[config.mk]
export PLATFORM = sky130hd
export DESIGN_NAME = fetch_stage
export DESIGN_NICKNAME = d
export VERILOG_FILES = /design/src/rtl/fetch_stage_pkg.sv /design/src/rtl/fetch_stage_sat_counter.sv /design/src/rtl/fetch_stage.sv
export SDC_FILE = /design/constraint.sdc
export NUM_CORES = 1
export LEC_CHECK = 0
export CAP_MARGIN = 5
export CORE_UTILIZATION = 45
export CTS_CLUSTER_SIZE = 30
export DETAILED_ROUTE_END_ITERATION = 10
export PLACE_DENSITY = 0.85
export SLEW_MARGIN = 20
export SYNTH_ARGS = -nofsm -noshare
export SYNTH_HDL_FRONTEND = slang
export SYNTH_SLANG_ARGS = --single-unit
[constraint.sdc]
create_clock -name clk -period 6.4 [get_ports clk]
set_clock_uncertainty 0.15 [all_clocks]
set_input_delay 1.92 -clock clk [delete_from_list [all_inputs] [get_ports clk]]
set_output_delay 1.92 -clock clk [all_outputs]
set_load 0.01 [all_outputs]
[src/rtl/fetch_stage_pkg.sv]
// Shared definitions for the stack processor front end: opcodes the fetch
// stage cares about and the fetch control state encoding.
package definitions;

    localparam logic [8:0] HALT_OP = 9'h1FF;
    localparam logic [8:0] NOP_OP  = 9'h000;

    typedef enum logic [1:0] {
        IDLE = 2'd0,
        RUN  = 2'd1,
        HALT = 2'd2
    } fetch_state_t;

endpackage

[src/rtl/fetch_stage_sat_counter.sv]
// Saturating up-counter used for benchmark cycle and instruction counts.
// It sticks at all-ones instead of wrapping so long runs never report a
// deceptively small number.
module sat_counter #(
    parameter int W = 16
) (
    input  logic         clk,
    input  logic         reset,
    input  logic         en,
    output logic [W-1:0] count
);

    localparam logic [W-1:0] ONE = {{(W-1){1'b0}}, 1'b1};
    localparam logic [W-1:0] MAX = {W{1'b1}};

    // Count up when enabled, holding at the maximum once it is reached.
    always_ff @(posedge clk) begin
        if (reset) begin
            count <= '0;
        end else if (en && (count != MAX)) begin
            count <= count + ONE;
        end
    end

endmodule

[src/rtl/fetch_stage.sv]
// Instruction-register stage behind the program counter. Captures the ROM
// word at PC each cycle, tags it with its address and a valid bit, inserts
// bubbles on flush, holds on stall, and runs the IDLE/RUN/HALT control FSM
// together with saturating cycle and retired-instruction counters.
module fetch_stage
    import definitions::*;
#(
    parameter int IW = 9,
    parameter int AW = 9,
    parameter int CW = 16
) (
    input  logic          clk,
    input  logic          reset,
    input  logic [AW-1:0] PC,
    input  logic [IW-1:0] instr_i,
    input  logic          start_i,
    input  logic          stall_i,
    input  logic          flush_i,
    output logic [IW-1:0] ir_o,
    output logic [AW-1:0] ir_pc_o,
    output logic          ir_valid_o,
    output logic          halted_o,
    output logic [CW-1:0] cycle_cnt_o,
    output logic [CW-1:0] instr_cnt_o
);

    localparam logic [IW-1:0] NOP_WORD  = IW'(NOP_OP);
    localparam logic [IW-1:0] HALT_WORD = IW'(HALT_OP);

    fetch_state_t  r_state;
    fetch_state_t  w_nextState;
    logic          w_captureEn;
    logic          w_runCycle;
    logic [IW-1:0] r_ir;
    logic [AW-1:0] r_irPc;
    logic          r_irValid;

    // Control state register; reset always returns the stage to IDLE.
    always_ff @(posedge clk) begin
        if (reset) begin
            r_state <= IDLE;
        end else begin
            r_state <= w_nextState;
        end
    end

    // Next state and capture decision: flush beats stall, and only a word
    // that is actually captured can halt the machine.
    always_comb begin
        w_nextState = r_state;
        w_captureEn = 1'b0;
        unique case (r_state)
            IDLE: begin
                if (start_i) begin
                    w_nextState = RUN;
                end
            end
            RUN: begin
                if (!flush_i && !stall_i) begin
                    w_captureEn = 1'b1;
                    if (instr_i == HALT_WORD) begin
                        w_nextState = HALT;
                    end
                end
            end
            HALT: begin
                w_nextState = HALT;
            end
            default: begin
                w_nextState = IDLE;
            end
        endcase
    end

    assign w_runCycle = (r_state == RUN);

    // Instruction register: NOP while idle, bubble on flush, hold on stall,
    // and in HALT keep the halt word and its address but drop valid.
    always_ff @(posedge clk) begin
        if (reset) begin
            r_ir      <= NOP_WORD;
            r_irPc    <= '0;
            r_irValid <= 1'b0;
        end else begin
            unique case (r_state)
                RUN: begin
                    if (flush_i) begin
                        r_ir      <= NOP_WORD;
                        r_irPc    <= PC;
                        r_irValid <= 1'b0;
                    end else if (w_captureEn) begin
                        r_ir      <= instr_i;
                        r_irPc    <= PC;
                        r_irValid <= 1'b1;
                    end
                end
                HALT: begin
                    r_irValid <= 1'b0;
                end
                default: begin
                    r_ir      <= NOP_WORD;
                    r_irValid <= 1'b0;
                end
            endcase
        end
    end

    sat_counter #(.W(CW)) u_cycleCounter (
        .clk   (clk),
        .reset (reset),
        .en    (w_runCycle),
        .count (cycle_cnt_o)
    );

    sat_counter #(.W(CW)) u_instrCounter (
        .clk   (clk),
        .reset (reset),
        .en    (w_captureEn),
        .count (instr_cnt_o)
    );

    assign ir_o       = r_ir;
    assign ir_pc_o    = r_irPc;
    assign ir_valid_o = r_irValid;
    assign halted_o   = (r_state == HALT);

endmodule

Word level (Yosys, flattened, before mapping). Cells that the tools add are included.

Bitwise gates (word level): 2. $add $sub $neg: 2. Reductions and logical operators: 11. Equality and inequality tests: 9. Mux-type cells: 11.

Operators by type and width (count): 9-bit two-way mux (4); 16-bit by 1-bit adder with 16-bit output (second input constant) (2); 16-bit inequality test (second input constant) (2); 9-bit case mux with 2 select lines (1); 9-bit equality test (second input constant) (1); 2-bit two-way mux (3); 2-bit inequality test (second input constant) (3); 2-bit case mux with 3 select lines (1); 2-bit AND reduction (2); 1-bit logical AND (3); 3-bit by 2-bit inequality test with 1-bit output (second input constant) (1); 3-bit AND reduction (1); 3-bit OR reduction (1); 2-bit by 1-bit equality test with 1-bit output (second input constant) (1); 2-bit equality test (second input constant) (1); 1-bit logical NOT (2); 2-bit logical NOT (1); 1-bit two-way mux (2); 1-bit NOT (2); 2-bit nonzero test (1).

Output and inout port bits: 52. Word-level logic and storage cells: 41. Flip-flop bits (word level): 53. Bits of input ports: 23.

Depth between registers and ports, before layout. Gate-level depths: netlist of the first run.

Depth in word-level cells: 7. Depth in mapped cells: 7. Gate-level depth less buffers: 6.

Cells and area by module. From an unflattened synthesis of the first run, not the netlist that was laid out.

Cells, all modules: 283. Area total of the unflattened synthesis: 2603.7 sq um.

Modules (own cells, without submodules): sat_counter (area an instance 848.3 sq um, times used 2, cells each 99, sequential area each 320.3 sq um); fetch_stage (area an instance 907.1 sq um, times used 1, cells each 85, sequential area each 420.4 sq um).

Worst setup path before layout of the first run. Ideal clock, no wire load.

Kind: in2reg. From: input port flush_i. To: register u_instrCounter.count[14]. Data required time: 6.129 ns. Arrival: 3.213 ns. Library setup time: 0.121 ns. Stages on the path: 4. Slack: 2.916 ns. Buffers on the path: 0. Cell sequence: or3b_1 > or2_2 > nor4_1 > mux2_2.

Cells in the longest elaborated chain, start to end: 5.

Ends and longest elaborated chain: start, declared (RTL line fetch_stage.sv:18) `input logic flush_i,`; 1-bit logical NOT (RTL line fetch_stage.sv:59) `if (!flush_i && !stall_i) begin`; 1-bit logical AND (RTL line fetch_stage.sv:59); 1-bit two-way mux (RTL line fetch_stage.sv:59); 1-bit two-way mux (RTL line fetch_stage.sv:52) `unique case (r_state)`; 1-bit logical AND (RTL line fetch_stage_sat_counter.sv:20) `end else if (en && (count != MAX)) begin`; end signal, assigned (RTL line fetch_stage_sat_counter.sv:21) `count <= count + ONE;`; end, declared (RTL line fetch_stage_sat_counter.sv:10) `output logic [W-1:0] count`.

No other way between the ends. A chain may end at the register's enable or synchronous reset.

Worst setup path in the final report of the first run. Ends and elaborated chain as after synthesis.

==> reports/results.txt, run 1 <==
Ant. Diodes -> 0
Critical R2R Launch -> r_state[1]
Final setup violation count -> 0
Buf/Inv on CP -> 1
# H-tree levels -> 2
CTS Buf Count -> 5
DP HPWL -> 4.30 mm
Area contributors post-synth -> dfxtp_1 (42%), nor2_1 (5.4%), mux2i_1 (4.8%)
initial antenna violation count -> 0
Filler cells -> 458
Hold Fails Final Rpt -> 0
Synth-to-Final Area Change -> 34.6%
cts repair resizes -> 0
drt initial violations -> 196
Post-synth top flop -> dfxtp_1
worst-case clock buffer depth -> 2
hold path endpoint -> ir_pc_o[4]
fin nets -> 384
vias per cell -> 5.60
Pleak -> 1.19 nW
Slew HR -> 28.1%
worst reg2reg setup slack -> 3.72 ns
design area -> 3370 um^2
Cell Area, Synth -> 2500 um^2
CTS root buffer -> clkbuf_8
CP Max Fanout -> 11
Seq cells post-synth -> 53
syn avg cell area -> 8.70 um^2
Crit Path Category -> in -> reg
async set or reset register ratio after synthesis -> 0%
Worst R2R End -> u_instrCounter.count[14]
post-synth top area share -> 42.4%
Die Width -> 76.6 um
CP cell instances -> clkdlybuf4s50_1 -> or3b_1 -> or2_2 -> nor4_1 -> mux2_2
FMAX -> 254 MHz
Hold WS -> 0.360 ns
non-filler cells, final -> 427
measured slew at the worst slew-check pin -> 1.07 ns
hold path start -> ir_pc_o[4]
dpl cells -> 419
Startpoint Class -> primary input
Seq/Total Area, Yosys -> 42.4%
CP max-delay cell -> or3b_1
Design Power -> 0.661 mW
Final Critical Period -> 3.93 ns
hold_buf cts -> 0
Setup Slack @ Placement -> 2.16 ns
Critical Path Max Stage Delay -> 0.57 ns
placed inst area -> 3280 um^2
final worst slack -> 2.47 ns
DR pass1 iterations -> 5
die area -> 5870 um^2
Peak VDD IR -> 0.112 mV
clock slew at reported path FFs -> 0.10 ns
number of setup buffers added after CTS -> 0
yosys synthesis warning count -> 0
most frequent cells in the layout -> clkdlybuf4s50_1 (73), dfxtp_1 (53), nor2_1 (36)
global-route congestion overflow total -> 0
CP endpoint kind -> flop
footprint of the multi-input gates -> 1350 um^2
global placement routability congestion -> 0.792
row count -> 26
hold path depth -> 2
Clock Sinks -> 53
layout cell share with drive strength beyond 1 -> 6.44%
Initial Util -> 47.8%
Setup TNS -> 0 ns
status -> completed
vias in the first global route -> 2164
largest net degree at the start of global routing -> 54
r2r worst-path depth -> 6
ANT nets after route -> 0
worst skew pair latency -> 0.31 ns
leading cell type in the layout, fill and taps excluded -> clkdlybuf4s50_1
Post-synth EDFFs -> 0
Residual DRC -> 0
drt wl/cell -> 14.0 um
CTS tree -> done
IO buf count -> 74
total core area -> 5240 um^2
I/O pins -> 75
power density over the cells -> 196 nW/um^2
Hold Path Class -> reg -> reg
worst endpoint required time -> 6.46 ns
Die Y -> 76.6 um
RSZ-0062 raised after global routing -> no
Synth Instances -> 288
total wire length -> 5.99 mm
maxcap violations -> 0
routed vias -> 2391
Synth cell types -> 48
Mapped Nets -> 316
GRT Overall Usage -> 20.8%
Critical Path AT -> 3.99 ns
Slew Limit Fails -> 0
cell accounting for the most synthesized area -> dfxtp_1
Sequential Area -> 1060 um^2
global-route wire length before repair -> 9.92 mm
CP top delay family -> simple AND/OR/NAND/NOR gates
final period utilization -> 61.4%
fin util -> 64.4%
layer usage:
layer  wire length [um]  track usage [%]  vias up
met3                560             7.90        5
li1                   -                -     1203
met5                  0                0        -
met1               2660             25.5     1098
met4                 42             5.58        0
met2               2730             34.0       85
tightest hold or removal path, stage by stage (launching register included):
cell     delay [ns]
dfxtp_1        0.34
mux2i_1        0.07
nor2_1         0.07
flip-flops by register name, indices dropped and copies added, names as in the netlist:
name,flops
ir_pc_o,9
r_state,2
ir_valid_o,1
u_instrCounter.count,16
ir_o,9
u_cycleCounter.count,16
worst max path at each step:
stage	start	slack [ns]	endpoint	depth (start not counted)
floorplan	flush_i	2.92	u_instrCounter.count[14]	4
finish	flush_i	2.47	u_instrCounter.count[14]	5
CTS	flush_i	2.49	u_instrCounter.count[14]	5
global placement	flush_i	2.19	u_instrCounter.count[14]	5
global route	flush_i	2.36	u_instrCounter.count[14]	5
detailed placement	flush_i	2.16	u_instrCounter.count[14]	5
power by group:
group | total, mW | leakage, nW | internal (mW) | switching (mW)
Clock | 0.199 | 0.0487 | 0.0800 | 0.119
Combinational | 0.112 | 0.709 | 0.0577 | 0.0539
Sequential | 0.351 | 0.428 | 0.342 | 0.00862
Yosys cell counts (2+ instances only):
master,number
a211oi_1,4
a21oi_1,15
a22oi_1,9
a311oi_1,2
a31o_2,2
a31oi_1,2
and3_1,7
and4_1,3
buf_1,3
buf_2,2
clkbuf_1,7
dfxtp_1,53
ha_1,5
inv_1,10
mux2_2,5
mux2i_1,12
nand2_1,16
nand3_1,7
nand4_1,10
nor2_1,36
nor2b_1,8
nor3_1,13
nor4_1,9
nor4_2,2
nor4b_1,2
o21a_1,2
o21ai_0,8
o31ai_1,4
o41ai_1,2
or2_2,3
or3_1,5
or4_1,3
xnor2_1,2
logic make-up (layout without fill, tap and decap cells):
logic type	count (synthesis)	after routing	synth area share, %
buf+inv	24	93	3.75
mux	17	17	7.04
simple gates	130	130	28.2
flops	53	53	42.4
compound gates	57	57	15.4
xor+xnor	2	2	0.699
fa+ha+maj	5	5	2.50
cell type report:
type	instances	area share, %
clock inverter	3	0.780
tap	70	2.60
clock buffer	5	2.04
sequential	53	31.5
inverter	11	1.22
multi-input combinational	211	40.1
timing repair buffer	74	21.8
No activity file was read; power rests on OpenSTA's default activity.
==> inputs of run 2 (changes only) <==
==> constraint.sdc (replaced) <==
create_clock -name clk -period 3.64 [get_ports clk]
set_clock_uncertainty 0.15 [all_clocks]
set_input_delay 1.092 -clock clk [delete_from_list [all_inputs] [get_ports clk]]
set_output_delay 1.092 -clock clk [all_outputs]
set_load 0.01 [all_outputs]
==> run 2 against run 1 <==
Net effect:
- flip-flop and latch count unchanged
- worst hold slack got worse by 0.00068 ns
- non-clock buffer count grew 4
- sequential share of layout area is 0.47 points lower
- core utilization increased by 0.98 points
- clock power rose by 110%
- setup slack got worse by 1.8 ns
- count of clock-buffer cells in the layout did not move
- global-route usage up 1.3 points
- cell count up 0.94%
- highest routed layer unchanged
==> reports/results.txt, run 2 (synthesis gave the netlist of run 1 again) <==
status -> completed
global-route congestion overflow total -> 0
Clock Sinks -> 53
# H-tree levels -> 2
Final setup violation count -> 0
RSZ-0062 raised after global routing -> no
CTS root buffer -> clkbuf_8
CP endpoint kind -> flop
Ant. Diodes -> 0
FMAX -> 342 MHz
Design Power -> 1.24 mW
vias per cell -> 5.71
Setup Slack @ Placement -> 0.400 ns
CTS Buf Count -> 5
IO buf count -> 74
row count -> 26
biggest regs -> u_cycleCounter.count: 16 flops, u_instrCounter.count: 16 flops
Hold WS -> 0.360 ns
Hold Path Class -> reg -> reg
ANT nets after route -> 0
Slew Limit Fails -> 0
worst endpoint required time -> 3.70 ns
Slew HR -> 33.3%
power density over the cells -> 363 nW/um^2
worst-case clock buffer depth -> 2
Peak VDD IR -> 0.317 mV
drt wl/cell -> 14.7 um
cts repair resizes -> 0
leading cell type in the layout, fill and taps excluded -> clkdlybuf4s50_1
Residual DRC -> 0
worst skew pair latency -> 0.31 ns
I/O pins -> 75
Crit Path Category -> in -> reg
Startpoint Class -> primary input
drt initial violations -> 170
fin nets -> 388
hold path start -> ir_pc_o[0]
final period utilization -> 80.4%
Pleak -> 1.22 nW
DR pass1 iterations -> 4
largest net degree at the start of global routing -> 53
CP Max Fanout -> 6
routed vias -> 2460
GRT Overall Usage -> 22.1%
total core area -> 5240 um^2
maxcap violations -> 0
Final Critical Period -> 2.93 ns
measured slew at the worst slew-check pin -> 0.993 ns
hold_buf cts -> 0
final worst slack -> 0.713 ns
Critical R2R Launch -> u_instrCounter.count[1]
total wire length -> 6.32 mm
Critical Path AT -> 2.98 ns
initial antenna violation count -> 0
Synth-to-Final Area Change -> 36.6%
CP Launch Point -> flush_i
die area -> 5870 um^2
layout cell share with drive strength beyond 1 -> 7.48%
global placement routability congestion -> 0.792
DP HPWL -> 4.38 mm
clock slew at reported path FFs -> 0.10 ns
most frequent cells in the layout -> clkdlybuf4s50_1 (73), dfxtp_1 (53), nor2_1 (36)
Die Width -> 76.6 um
Hold Fails Final Rpt -> 0
global-route wire length before repair -> 10.6 mm
vias in the first global route -> 2264
Initial Util -> 47.8%
CTS tree -> done
Die Y -> 76.6 um
Setup TNS -> 0 ns
number of setup buffers added after CTS -> 0
[run 2: changes by cell type in the layout (fill, tap and decap cells not counted), sizes merged]
cell	change
buf	+4
clkinv	-2
bufinv	+1
inv	+1
[run 2: worst paths after layout]
check                             endpoint  cells after the start  slack [ns]
setup / recovery  u_instrCounter.count[14]                      5        0.71
hold / removal                  ir_pc_o[0]                      2        0.36
setup reg to reg   u_instrCounter.count[5]                      5        1.06
hold reg to reg                 ir_pc_o[0]                      2        0.36
[run 2: critical path, cell delays in order]
cell and delay (ns):
clkdlybuf4s50_1 0.48, or3b_1 0.41, or2_2 0.35, nor4_1 0.28, mux2_2 0.37
[run 2: where the power goes]
group          internal, mW  switching (mW)  total, mW
clock network         0.210           0.210      0.420
registers             0.602          0.0163      0.618
logic                 0.106          0.0974      0.203
[run 2: layout make-up]
type,count,area [um^2]
multi-input combinational,211,1350
inverter,11,41.3
timing repair buffer,78,766
sequential,53,1060
clock buffer,5,68.8
tap,70,87.6
fill,423,1820
clock inverter,3,47.5
[run 2: stage by stage]
| step | utilization, % | std cells | area [um^2] |
|---|---|---|---|
| 3_5_place_dp | 63.1 | 423 | 3310 |
| 2_1_floorplan | - | 288 | 2500 |
| 3_3_place_gp | 63.1 | 423 | 3310 |
| 5_1_grt | 65.3 | 431 | 3420 |
| 4_1_cts | 65.3 | 431 | 3420 |
| 6_report | 65.3 | 431 | 3420 |
[run 2: per-layer routing]
metal / up-vias / part of all wire, % / wire [um] / track usage (%)
met5: - / 0 / 0 / 0
met2: 97 / 46 / 2890 / 34.8
met3: 10 / 8.9 / 562 / 8.50
met1: 1137 / 44 / 2790 / 27.2
met4: 0 / 1.3 / 82 / 8.08
li1: 1216 / - / - / -
==> inputs of run 3 (changes only) <==
--- a/config.mk
+++ b/config.mk
@@ -6,10 +6,10 @@
 export NUM_CORES = 1
 export LEC_CHECK = 0
 export CAP_MARGIN = 5
-export CORE_UTILIZATION = 45
+export CORE_UTILIZATION = 42
 export CTS_CLUSTER_SIZE = 30
 export DETAILED_ROUTE_END_ITERATION = 10
-export PLACE_DENSITY = 0.85
+export PLACE_DENSITY = 0.83
 export SLEW_MARGIN = 20
 export SYNTH_ARGS = -nofsm -noshare
 export SYNTH_HDL_FRONTEND = slang
==> constraint.sdc (replaced) <==
create_clock -name clk -period 2.6 [get_ports clk]
set_clock_uncertainty 0.15 [all_clocks]
set_input_delay 0.78 -clock clk [delete_from_list [all_inputs] [get_ports clk]]
set_output_delay 0.78 -clock clk [all_outputs]
set_load 0.01 [all_outputs]
==> run 3 against run 2 <==
Net effect:
- cell count up 2.8%
- setup slack lost 0.60 ns
- largest cell class unchanged
- non-clock buffer count rose by 10
- routed wire length is 1.0% lower
- sequential power increased by 40%
- combinational power up 44%
- core utilization shrank 3.3 points
- critical path depth is the same
- global-route usage shrank 1.3 points
- highest routed layer unchanged
- cell area grew 2.2%
- total power up 39%
- largest power group unchanged
- sequential share of layout area fell by 0.68 points
==> reports/results.txt, run 3 (synthesis gave the netlist of run 1 again) <==
status -> completed
Initial Util -> 44.4%
Filler cells -> 491
power density over the cells -> 492 nW/um^2
hold path depth -> 2
dpl cells -> 435
GRT Overall Usage -> 20.7%
net load switching power -> 0.437 mW
CTS tree -> done
maxcap violations -> 0
CP Launch Point -> stall_i
Residual DRC -> 0
Slew HR -> 57.1%
Peak VDD IR -> 0.278 mV
CP endpoint kind -> flop
global-route wire length before repair -> 10.5 mm
worst-case clock buffer depth -> 2
vias in the first global route -> 2434
Clock Sinks -> 53
most frequent cells in the layout -> clkdlybuf4s50_1 (73), dfxtp_1 (53), nor2_1 (36)
clock power share -> 32.8%
CTS Buf Count -> 5
Worst R2R End -> u_cycleCounter.count[0]
global-route congestion overflow total -> 0
Final Critical Period -> 2.49 ns
Critical R2R Launch -> u_cycleCounter.count[2]
# H-tree levels -> 2
Flop pwr share -> 50.2%
clock slew at reported path FFs -> 0.10 ns
Hold Path Class -> reg -> reg
CTS root buffer -> clkbuf_8
measured slew at the worst slew-check pin -> 0.638 ns
DP HPWL -> 4.63 mm
ANT nets after route -> 0
Final setup violation count -> 0
Synth-to-Final Area Change -> 39.7%
Design Power -> 1.72 mW
Startpoint Class -> primary input
Ant. Diodes -> 0
biggest regs -> u_cycleCounter.count: 16 flops, u_instrCounter.count: 16 flops
Crit Path Category -> in -> reg
routed vias -> 2497
FMAX -> 401 MHz
DR pass1 iterations -> 4
worst skew pair latency -> 0.30 ns
Slew Limit Fails -> 0
Critical Path AT -> 2.54 ns
total core area -> 5640 um^2
sw frac -> 25.4%
die area -> 6280 um^2
worst reg2reg setup slack -> 0.41 ns
logic gate share of total power -> 17.0%
Hold Fails Final Rpt -> 0
vias per cell -> 5.64
Die Width -> 79.2 um
total wire length -> 6.26 mm
leading cell type in the layout, fill and taps excluded -> clkdlybuf4s50_1
I/O pins -> 75
r2r worst-path depth -> 5
Die Y -> 79.2 um
row count -> 27
cts repair resizes -> 0
non-filler cells, final -> 443
number of setup buffers added after CTS -> 0
fin nets -> 398
drt initial violations -> 108
IO buf count -> 74
global placement routability congestion -> 0.803
final period utilization -> 95.8%
CP Capture Point -> u_instrCounter.count[14]
RSZ-0062 raised after global routing -> no
largest net degree at the start of global routing -> 36
drt wl/cell -> 14.1 um
worst endpoint required time -> 2.65 ns
CP Max Fanout -> 3
Pleak -> 1.26 nW
layout cell share with drive strength beyond 1 -> 9.97%
internal power -> 1.29 mW
initial antenna violation count -> 0
hold_buf cts -> 0
run 3: cell types whose count changed in the layout (fill, tap and decap cells not counted):
cell	previous run	this run
clkinvlp_4	0	1
clkinv_4	0	1
inv_6	2	0
buf_4	4	14
run 3: how the worst min path moves through the flow:
stage	slack, ns	startpoint	to
after floorplan	0.35	r_state[0]	r_state[0]
after global placement	0.33	ir_pc_o[6]	ir_pc_o[6]
after detailed placement	0.33	ir_o[0]	ir_o[0]
after CTS	0.37	u_cycleCounter.count[5]	u_cycleCounter.count[5]
after global routing	0.39	u_cycleCounter.count[5]	u_cycleCounter.count[5]
final	0.36	u_cycleCounter.count[5]	u_cycleCounter.count[5]
run 3: layout make-up:
class | count | area (um^2) | area share, %
multi-input combinational | 211 | 1350 | 38.6
sequential | 53 | 1060 | 30.3
timing repair buffer | 88 | 841 | 24.0
tap | 72 | 90.1 | 2.58
clock buffer | 5 | 68.8 | 1.97
clock inverter | 3 | 46.3 | 1.32
inverter | 11 | 41.3 | 1.18
run 3: critical path, stage by stage:
cell             delay, ns
clkdlybuf4s50_1       0.44
or3b_1                0.38
or2_2                 0.32
nor4_1                0.25
mux2_2                0.37
run 3: power by group through the flow:
stage | Combinational (mW) | Clock, mW | Sequential (mW)
after CTS | 0.297 | 0.578 | 0.865
final | 0.293 | 0.564 | 0.864
after floorplan | 0.150 | 0 | 0.891
after global placement | 0.286 | 0 | 0.882
after detailed placement | 0.295 | 0 | 0.883
after global routing | 0.323 | 0.606 | 0.869
run 3: metal layers:
metal  track usage [%]  wire length, um
met1              24.2             2810
met2              37.2             3010
met3              4.02              346
met4              7.64               95
met5                 0                0
run 3: stage by stage:
stage	area, um^2	hold slack, ns	TNS (ns)	utilization (%)	setup WS [ns]
after global placement	3380	0.325	-0.276	60.0	-0.190
after detailed placement	3380	0.331	-0.511	60.0	-0.208
after CTS	3500	0.366	0	62.0	0.122
after global routing	3500	0.388	0	62.0	0.0384
after floorplan	2500	0.350	0	-	0.256
final	3500	0.363	0	62.0	0.109
==> edit (flow settings as in run 2) <==
Encoding of `fetch_state_t`: now one-hot (3 bits for 3 states).
--- a/src/rtl/fetch_stage_pkg.sv
+++ b/src/rtl/fetch_stage_pkg.sv
@@ -5,10 +5,10 @@
     localparam logic [8:0] HALT_OP = 9'h1FF;
     localparam logic [8:0] NOP_OP  = 9'h000;
 
-    typedef enum logic [1:0] {
-        IDLE = 2'd0,
-        RUN  = 2'd1,
-        HALT = 2'd2
+    typedef enum logic [2:0] {
+        IDLE = 3'b001,
+        RUN  = 3'b010,
+        HALT = 3'b100
     } fetch_state_t;
 
 endpackage
Check against the original RTL: same outputs for any inputs over 10 cycles, from zero or initial values and one cycle with reset high; not proved beyond that.
==> edit against run 2 <==
  * Synthesized cell count rose by 2.4%
  * Design area rose by 0.95%
  * Combinational power fell by 45%
  * Worst setup slack got worse by 180 ps
  * Wire length rose by 1.4%
  * Fmax fell by 5.8%
  * Total power fell by 15%
  * Area after synthesis rose by 0.70%
  * Sequential cell count rose by 1
  * Critical endpoint is now u_instrCounter.count[9]$_SDFFE_PP0P_
  * Highest routed layer unchanged
==> edit: results (changes against run 2) <==
stage,metric,value,unit,change
timing,worst_hold_check_slack,342,ps,-17.7 ps
critical_path,r2r_setup_slack,1150,ps,+90 ps
logic_synthesis,ys_top_cells_by_area,"sky130_fd_sc_hd__dfxtp_1 43%, sky130_fd_sc_hd__a21oi_1 6.5%, sky130_fd_sc_hd__nand2_1 4.5%",,
routing,routedLengthMet1,2780,um,-0.36%
timing,final.period_utilization,0.854,,+0.0499
grt,grt_first_pass_wirelength,10800,um,+2.1%
grt,grt_util_met2,0.372,,+0.0246
grt,number_of_global_route_vias_before_repair,2357,,+4.1%
place,placed_cell_area,3380,sq um,+2.2%
grt,grt_util_all_layers,0.222,,+0.00147
place,final_weighted_congestion_in_routability_driven_placement,0.782,,-1.2%
place,place.detailed.instances,437,,+3.3%
routing,detail_route.iter0.violations,211,,+24%
logic_synthesis,synth_commonest_cells,"54 x sky130_fd_sc_hd__dfxtp_1, 33 x sky130_fd_sc_hd__a21oi_1, 30 x sky130_fd_sc_hd__nand2_1",,
critical_path,worst_r2r_path_depth,4,,-1
logic_synthesis,syn_nets,320,,+1.3%
logic_synthesis,synthAdderAreaFrac,0.00992,,-0.0151
power,cellLeakagePower,1.25,nW,+2.5%
logic_synthesis,yosysUniqueCellTypes,47,,-2.1%
critical_path,critical_path_peak_fanout,9,,+3
logic_synthesis,synthesized_area_fraction_occupied_by_ao_oa_aoi_and_oai_cells,0.164,,+0.00934
finish,final_layout_size_suffix_gt1_frac,0.0588,,-0.0160
finish,final_nets,399,,+2.8%
hold_path,whs_path_depth,1,,-1
critical_path,reg2reg_to,u_instrCounter.count[9]$_SDFFE_PP0P_,,
grt,grt_overflow,0,,unchanged
finish,multi_input_comb_area,1370,sq um,+1.3%
logic_synthesis,post_synth.cell_area_avg,8.55,sq um,-1.7%
hold_path,timing.hold.worst.start,ir_valid_o$_SDFFE_PP0P_,,
critical_path,worstPathArrival,3200,ps,+220 ps
logic_synthesis,synthXorXnorAreaFrac,0,,-0.00699
routing,detail_route.wl_per_cell,14.4,um,-1.5%
logic_synthesis,yosysWarningCount,0,,unchanged
clock_tree,cts.repair_timing.setup_buffer_count,0,,unchanged
grt,grtUsageMet1,0.280,,+0.00879
routing,vias_per_cell,5.82,,+2.0%
logic_synthesis,yosys-mux-area-fraction,0.0794,,+0.00894
routing,met2_wirelength,3090,um,+6.8%
routing,vias,2586,,+5.1%
finish,final.fill_count,434,,+2.6%
grt,grt_max_degree,17,,-68%
logic_synthesis,yosysSeqAreaShare,0.429,,+0.00500
place,dpl_worst_slack,234,ps,-165 ps
place,post-dp-hpwl,4580,um,+4.5%
routing,met3WireLength,493,um,-12%
timing,worst_slew_margin_rel,0.538,,+0.205
hold_path,min_delay_worst_endpoint,ir_valid_o$_SDFFE_PP0P_,,
grt,globalRouteMet3Util,0.0631,,-0.0219
critical_path,reg2reg_from,r_state[1]$_SDFFE_PP0P_,,
power,vdd_drop_max,0.000212,V,-33%
status,status,"finished, final reports clean",,
==> edit: cell types whose count changed after synthesis, sizes merged, moves of 4 or more <==
cell,delta
nor2,-7
nor4,-4
nand2,+14
a21oi,+18
o31ai,+5
a22oi,-9
or4,+7
nor3,-7
==> edit: power by group <==
| part | switching (W) | internal [W] |
|---|---|---|
| Clock | 0.000189 | 0.000133 |
| Sequential | 0.0000148 | 0.000604 |
| Combinational | 0.0000493 | 0.0000622 |
| Total | 0.000253 | 0.000799 |
==> edit: layout make-up <==
| class | count | share of cell area |
|---|---|---|
| clock buffer | 7 | 0.0221 |
| timing repair buffer | 84 | 0.236 |
| inverter | 7 | 0.00761 |
| sequential | 54 | 0.313 |
| tap | 70 | 0.0254 |
| multi-input combinational | 222 | 0.396 |
==> edit: critical path, stage by stage <==
cell,delay [ps]
sky130_fd_sc_hd__clkdlybuf4s50_1,470
sky130_fd_sc_hd__or2_1,290
sky130_fd_sc_hd__or4_1,670
sky130_fd_sc_hd__or4_1,520
sky130_fd_sc_hd__a21oi_1,150
